--- src/rtl/poly_root_finder.sv ---
// Brute-force root search for A*x^2 + B*x + C == Y (mod 256), smallest x first.
// Operands are loaded one at a time with a press/release go handshake; Horner evaluation uses one shared ALU.
module poly_root_finder (
   input  logic       clk,
   input  logic       resetn,
   input  logic       go,
   input  logic [7:0] data_in,
   output logic [7:0] data_result,
   output logic       found,
   output logic       done,
   output logic       busy,
   output logic [3:0] dbg_state
);

   typedef enum logic [3:0] {
      LOAD_A      = 4'd0,
      LOAD_A_WAIT = 4'd1,
      LOAD_B      = 4'd2,
      LOAD_B_WAIT = 4'd3,
      LOAD_C      = 4'd4,
      LOAD_C_WAIT = 4'd5,
      LOAD_Y      = 4'd6,
      LOAD_Y_WAIT = 4'd7,
      EVAL_0      = 4'd8,
      EVAL_1      = 4'd9,
      EVAL_2      = 4'd10,
      EVAL_3      = 4'd11,
      DONE        = 4'd12,
      DONE_WAIT   = 4'd13
   } state_t;

   state_t     state_q, state_d;
   logic [7:0] a_q, a_d, b_q, b_d, c_q, c_d, y_q, y_d;
   logic [7:0] x_q, x_d, t_q, t_d;
   logic [7:0] result_q, result_d;
   logic       found_q, found_d;

   logic [7:0]  alu_a, alu_b, alu_y, alu_sum;
   logic        alu_mul;
   logic [15:0] alu_prod;
   logic        match;

   // Shared ALU: operands and operation chosen by the evaluation step.
   always_comb begin
      alu_a   = t_q;
      alu_b   = b_q;
      alu_mul = 1'b0;
      case (state_q)
         EVAL_0: begin alu_a = a_q; alu_b = x_q; alu_mul = 1'b1; end
         EVAL_1: begin alu_a = t_q; alu_b = b_q; alu_mul = 1'b0; end
         EVAL_2: begin alu_a = t_q; alu_b = x_q; alu_mul = 1'b1; end
         EVAL_3: begin alu_a = t_q; alu_b = c_q; alu_mul = 1'b0; end
         default: ;
      endcase
      alu_prod = {8'd0, alu_a} * {8'd0, alu_b};
      alu_sum  = alu_a + alu_b;
      alu_y    = alu_mul ? alu_prod[7:0] : alu_sum;
      match    = (alu_y == y_q);
   end

   always_comb begin
      state_d  = state_q;
      a_d      = a_q;
      b_d      = b_q;
      c_d      = c_q;
      y_d      = y_q;
      x_d      = x_q;
      t_d      = t_q;
      result_d = result_q;
      found_d  = found_q;
      case (state_q)
         LOAD_A: begin
            a_d = data_in;
            if (go) state_d = LOAD_A_WAIT;
         end
         LOAD_A_WAIT: if (!go) state_d = LOAD_B;
         LOAD_B: begin
            b_d = data_in;
            if (go) state_d = LOAD_B_WAIT;
         end
         LOAD_B_WAIT: if (!go) state_d = LOAD_C;
         LOAD_C: begin
            c_d = data_in;
            if (go) state_d = LOAD_C_WAIT;
         end
         LOAD_C_WAIT: if (!go) state_d = LOAD_Y;
         LOAD_Y: begin
            y_d = data_in;
            if (go) state_d = LOAD_Y_WAIT;
         end
         LOAD_Y_WAIT: begin
            if (!go) begin
               state_d  = EVAL_0;
               x_d      = 8'd0;
               t_d      = 8'd0;
               result_d = 8'd0;
               found_d  = 1'b0;
            end
         end
         EVAL_0: begin t_d = alu_y; state_d = EVAL_1; end
         EVAL_1: begin t_d = alu_y; state_d = EVAL_2; end
         EVAL_2: begin t_d = alu_y; state_d = EVAL_3; end
         EVAL_3: begin
            if (match) begin
               result_d = x_q;
               found_d  = 1'b1;
               state_d  = DONE;
            end else if (x_q == 8'd255) begin
               result_d = 8'd0;
               found_d  = 1'b0;
               state_d  = DONE;
            end else begin
               x_d     = x_q + 8'd1;
               state_d = EVAL_0;
            end
         end
         DONE:      if (go)  state_d = DONE_WAIT;
         DONE_WAIT: if (!go) state_d = LOAD_A;
         default:   state_d = LOAD_A;
      endcase
   end

   always_ff @(posedge clk or negedge resetn) begin
      if (!resetn) begin
         state_q  <= LOAD_A;
         a_q      <= 8'd0;
         b_q      <= 8'd0;
         c_q      <= 8'd0;
         y_q      <= 8'd0;
         x_q      <= 8'd0;
         t_q      <= 8'd0;
         result_q <= 8'd0;
         found_q  <= 1'b0;
      end else begin
         state_q  <= state_d;
         a_q      <= a_d;
         b_q      <= b_d;
         c_q      <= c_d;
         y_q      <= y_d;
         x_q      <= x_d;
         t_q      <= t_d;
         result_q <= result_d;
         found_q  <= found_d;
      end
   end

   assign data_result = result_q;
   assign found       = found_q;
   assign done        = (state_q == DONE) || (state_q == DONE_WAIT);
   assign busy        = (state_q == EVAL_0) || (state_q == EVAL_1) ||
                        (state_q == EVAL_2) || (state_q == EVAL_3);
   assign dbg_state   = state_q;

endmodule

--- config.mk ---
export PLATFORM = sky130hd
export DESIGN_NAME = poly_root_finder
export DESIGN_NICKNAME = d
export VERILOG_FILES = /design/src/rtl/poly_root_finder.sv
export SDC_FILE = /design/constraint.sdc
export NUM_CORES = 1
export LEC_CHECK = 0
export CORE_ASPECT_RATIO = 1.2
export CORE_MARGIN = 2
export CORE_UTILIZATION = 55
export CTS_CLUSTER_DIAMETER = 50
export DETAILED_ROUTE_END_ITERATION = 16
export PLACE_DENSITY_LB_ADDON = 0.08
export SLEW_MARGIN = 40
export SYNTH_ARGS = -nofsm -noshare
export SYNTH_HDL_FRONTEND = slang
export SYNTH_SLANG_ARGS = --single-unit
--- constraint.sdc ---
create_clock -name clk -period 7.9 [get_ports clk]
set_input_delay 1.58 -clock clk [delete_from_list [all_inputs] [get_ports clk]]
set_output_delay 1.58 -clock clk [all_outputs]
set_load 0.05 [all_outputs]
==> results list <==
- Number of antenna violations at the first check in global routing: 0
* Signed area change from the synthesized netlist to the final layout: 12.6%
* Fraction of the mapped netlist area in simple logic gates: roughly 14%
- Antenna Violating Nets Remaining: 0
* Max Fclk: between 100 and 150 MHz
- Area used by multi-input combinational logic: about 0.0024 sq mm
- Biggest fanout along the worst timing path: 29
* Insertion delay to the later sink of the worst-skew pair: ~0.34 ns
- Total of endpoints with negative setup slack in the final report: 0
* Syn. warnings: 0
- The cell area that synthesis handed to floorplanning was 0.00419 sq mm.
- Dominant cell type by count on the critical path: sky130_fd_sc_hd__inv_1
* Clock sink count: between 60 and 70
* Path category of the worst min-delay check: flip-flop to flip-flop
- The clock period could shrink to slightly below 7 ns.
* Async set-or-reset flop fraction in the synthesized netlist: 100%
- Routability-driven placement finished with a final weighted congestion of between 0.9 and 1.
- The post-route netlist has between 10% and 20% of its cells at a drive strength greater than 1.
- Yosys mapped the design onto between 50 and 60 distinct sky130hd cell types.
* Status: finished clean
* Chip Height: about 100 um
- Area fraction in compound gates after synthesis: 12.2%
* Clock tree buffer depth: 2
- Summing the sequential cell areas from Yosys gives 36.4% of the chip area.
- Number of synthesized flops with an enable pin: 0
- Worst clock skew on the final layout: ~0.009 ns
* Most frequent cell after synthesis: sky130_fd_sc_hd__dfrtp_1
* Required time reported for the critical path endpoint: approximately 8.2 ns
- Sequential Area: approximately 0.0015 sq mm
* Total Wirelength: a little under 10 mm
- Share of synthesized cell area in full adder, half adder and majority cells: between 10% and 20%
- Biggest area contributors in the synthesized netlist: sky130_fd_sc_hd__dfrtp_1 36%, sky130_fd_sc_hd__mux2_2 9.1%, sky130_fd_sc_hd__ha_1 7.2%
- Once the clock tree was built, the setup fixing pass inserted 0 buffers.
- Initial detailed-routing violation count: roughly 180
- GRT Util Overall: roughly 25%
- In the synthesized netlist the dominant register cell turns out to be sky130_fd_sc_hd__dfrtp_1.
- TritonCTS clock tree: yes
- Post-detailed-route DRC marker count: 0
* Syn_nets: between 400 and 500
- First-pass GRT wire length: 16.5 mm
* Most instantiated cells after synthesis: 61 x sky130_fd_sc_hd__dfrtp_1, 38 x sky130_fd_sc_hd__inv_1, 34 x sky130_fd_sc_hd__mux2_2
- Clock tree synthesis inserted a total of 9 buffers.
* Crit end category: flip-flop
* Maximum number of pins on one net before global-route repair: 62
* Clock-pin slew on the worst setup and hold paths: approximately 0.07 ns
- Broken down by cell family, the worst path's largest delay share belongs to adder cells.
* Post-synthesis register bit count: between 60 and 70
- WL/cell: between 15 and 20 um
- Once detailed placement completed, the half-perimeter wirelength came to around 7.4 mm.
* Setup TNS after final layout: 0 ns
* Slew of the pin with the lowest slew margin: ~0.79 ns
- Slew headroom: 47.1%
* Effective utilization at floorplan: between 50% and 60%
* Max-slew violation total from the final report: 0
- The worst setup path is of the flip-flop to flip-flop kind.
- After synthesis, the mean cell area works out to between 10 and 15 sq um.
- In this run, post-CTS hold repair placed 0 buffers.
- By area, the combinational part of the netlist is dominated by simple AND/OR/NAND/NOR gates.
- Measured against the total synthesized area, the mux share comes to approximately 11%.
- Maximum level of the CTS H-tree: 3
* Setup repair after global routing missed its margin: no
- Die X-Extent: around 84 um
- Buffers plus inverters on the worst setup path: 5
- Buffers placed on the I/O ports in this run total 25.
* Post-route fraction of the period consumed by the critical path: 86.1%
* Total inserted antenna cells: 0
* Drt first pass iters: 5
- Synthesized instance count: 418
- Row cnt: 34
- Ordered cell list for the critical path: nor4b_4 > mux2i_1 > inv_1 > ha_1 > inv_1 > fa_1 > inv_1 > fa_1 > ha_1 > inv_1 > fa_1 > inv_1 > ha_1 > a21o_1 > a21oi_1 > xnor2_1 > xnor3_1 > xnor3_1 > mux2i_2 > xor2_1 > or2_1 > nor3_4 > a22o_1
* Number of nets in the layout: approximately 500
- Library cell occupying the most area in the post-synthesis netlist: sky130_fd_sc_hd__dfrtp_1
- Critical path launch point type: flip-flop
- Global route overflow: 0
- Hold violation total from the final report: 0
- The number of gates resized after CTS was 0.
- Post-Synth XOR/XNOR Area: just under 7%
* Worst path arrival time: roughly 7.1 ns
* Area share of the leading cell type in the synthesized netlist: a little over a third
- Routed via count: ~3.2k
- Die Area: approximately 0.0083 sq mm
- 26 I/O pins were placed.
* Clock root buffer: sky130_fd_sc_hd__clkbuf_8
- Ratio of routed vias to standard cells: 5.94
- Among all stages on the critical path, the largest delay is contributed by sky130_fd_sc_hd__nor4b_4.
- Worst path max stage delay: approximately 0.73 ns
* Std-Cell Core Area: between 0.007 and 0.008 sq mm
- Vias in the first global route: 3231
* Total of fill cells in the finished design: slightly above 600
* Total of max-cap violations: 0
[flip-flops by register name, indices dropped and copies added, names as in the netlist]
register	count
a_q	8
b_q	8
c_q	8
data_result	8
dbg_state	4
found	1
t_q	8
x_q	8
y_q	8
[worst reg2reg max path, cell delays in order (launching register included)]
cell	delay [ns]
sky130_fd_sc_hd__dfrtp_2	0.59
sky130_fd_sc_hd__nor4b_4	0.74
sky130_fd_sc_hd__mux2i_1	0.53
sky130_fd_sc_hd__inv_1	0.17
sky130_fd_sc_hd__ha_1	0.29
sky130_fd_sc_hd__inv_1	0.10
sky130_fd_sc_hd__fa_1	0.18
sky130_fd_sc_hd__inv_1	0.06
sky130_fd_sc_hd__fa_1	0.48
sky130_fd_sc_hd__ha_1	0.29
sky130_fd_sc_hd__inv_1	0.05
sky130_fd_sc_hd__fa_1	0.53
sky130_fd_sc_hd__inv_1	0.04
sky130_fd_sc_hd__ha_1	0.32
sky130_fd_sc_hd__a21o_1	0.16
sky130_fd_sc_hd__a21oi_1	0.17
sky130_fd_sc_hd__xnor2_1	0.13
sky130_fd_sc_hd__xnor3_1	0.40
sky130_fd_sc_hd__xnor3_1	0.38
sky130_fd_sc_hd__mux2i_2	0.22
sky130_fd_sc_hd__xor2_1	0.11
sky130_fd_sc_hd__or2_1	0.27
sky130_fd_sc_hd__nor3_4	0.35
sky130_fd_sc_hd__a22o_1	0.19
[worst paths after layout]
kind | slack, ns | depth (start not counted) | to | startpoint
worst min-delay path | 0.49 | 1 | found | found
worst max register to register | 1.10 | 23 | data_result[3] | dbg_state[1]
min in group asynchronous | 1.27 | 2 | data_result[0] | resetn
worst min register to register | 0.49 | 1 | found | found
max in group asynchronous | 6.20 | 2 | dbg_state[1] | resetn
worst max-delay path | 1.10 | 23 | data_result[3] | dbg_state[1]
[area by class of cell]
type,instances,share of cell area [%]
Multi-Input combinational cell,303,51.8
Inverter,40,3.20
Clock buffer,10,2.70
Sequential cell,61,32.3
Clock inverter,6,1.83
Tap cell,90,2.38
Timing Repair Buffer,28,5.75
[routing by layer]
layer / routed length, um / global-route usage [%]
met1: 4400 / 34.5
met2: 4680 / 41.2
met3: 444 / 4.15
met4: 231 / 9.93
met5: 0 / 0
[placed cells by master (no fill, tap or decap), types with 13 or more instances in the layout]
cell type / netlist / layout
sky130_fd_sc_hd__nor2_1: 32 / 32
sky130_fd_sc_hd__mux2_2: 34 / 34
sky130_fd_sc_hd__inv_1: 38 / 38
sky130_fd_sc_hd__ha_1: 24 / 24
sky130_fd_sc_hd__nand2_1: 25 / 25
sky130_fd_sc_hd__o21ai_0: 21 / 21
sky130_fd_sc_hd__dfrtp_1: 61 / 60
sky130_fd_sc_hd__clkdlybuf4s50_1: 0 / 24
sky130_fd_sc_hd__fa_1: 13 / 13
sky130_fd_sc_hd__nand3_1: 16 / 16
sky130_fd_sc_hd__xnor2_1: 15 / 15
sky130_fd_sc_hd__a21oi_1: 13 / 13
[through the flow]
| step | instances | worst slack, ns | utilization, % | hold WS, ns | cell area [sq um] |
|---|---|---|---|---|---|
| after floorplan | 418 | 1.56 | - | 0.465 | 4190 |
| after detailed placement | 522 | 0.919 | 61.6 | 0.475 | 4510 |
| after global routing | 538 | 0.609 | 64.6 | 0.514 | 4720 |
| after global placement | 522 | 1.04 | 61.4 | 0.479 | 4500 |
| final | 538 | 1.10 | 64.6 | 0.494 | 4720 |
| after CTS | 538 | 0.901 | 64.5 | 0.493 | 4720 |
[logic make-up after synthesis]
kind of cell / Yosys count
AO/OA/AOI/OAI: 79
buffers and inverters: 54
multiplexers: 42
AND/OR/NAND/NOR: 116
adder cells (fa/ha/maj): 38
XOR/XNOR: 28
flip-flops: 61
Power is not shown: default switching activity piles up to over one toggle a cycle in this logic, so the estimate is an artifact.
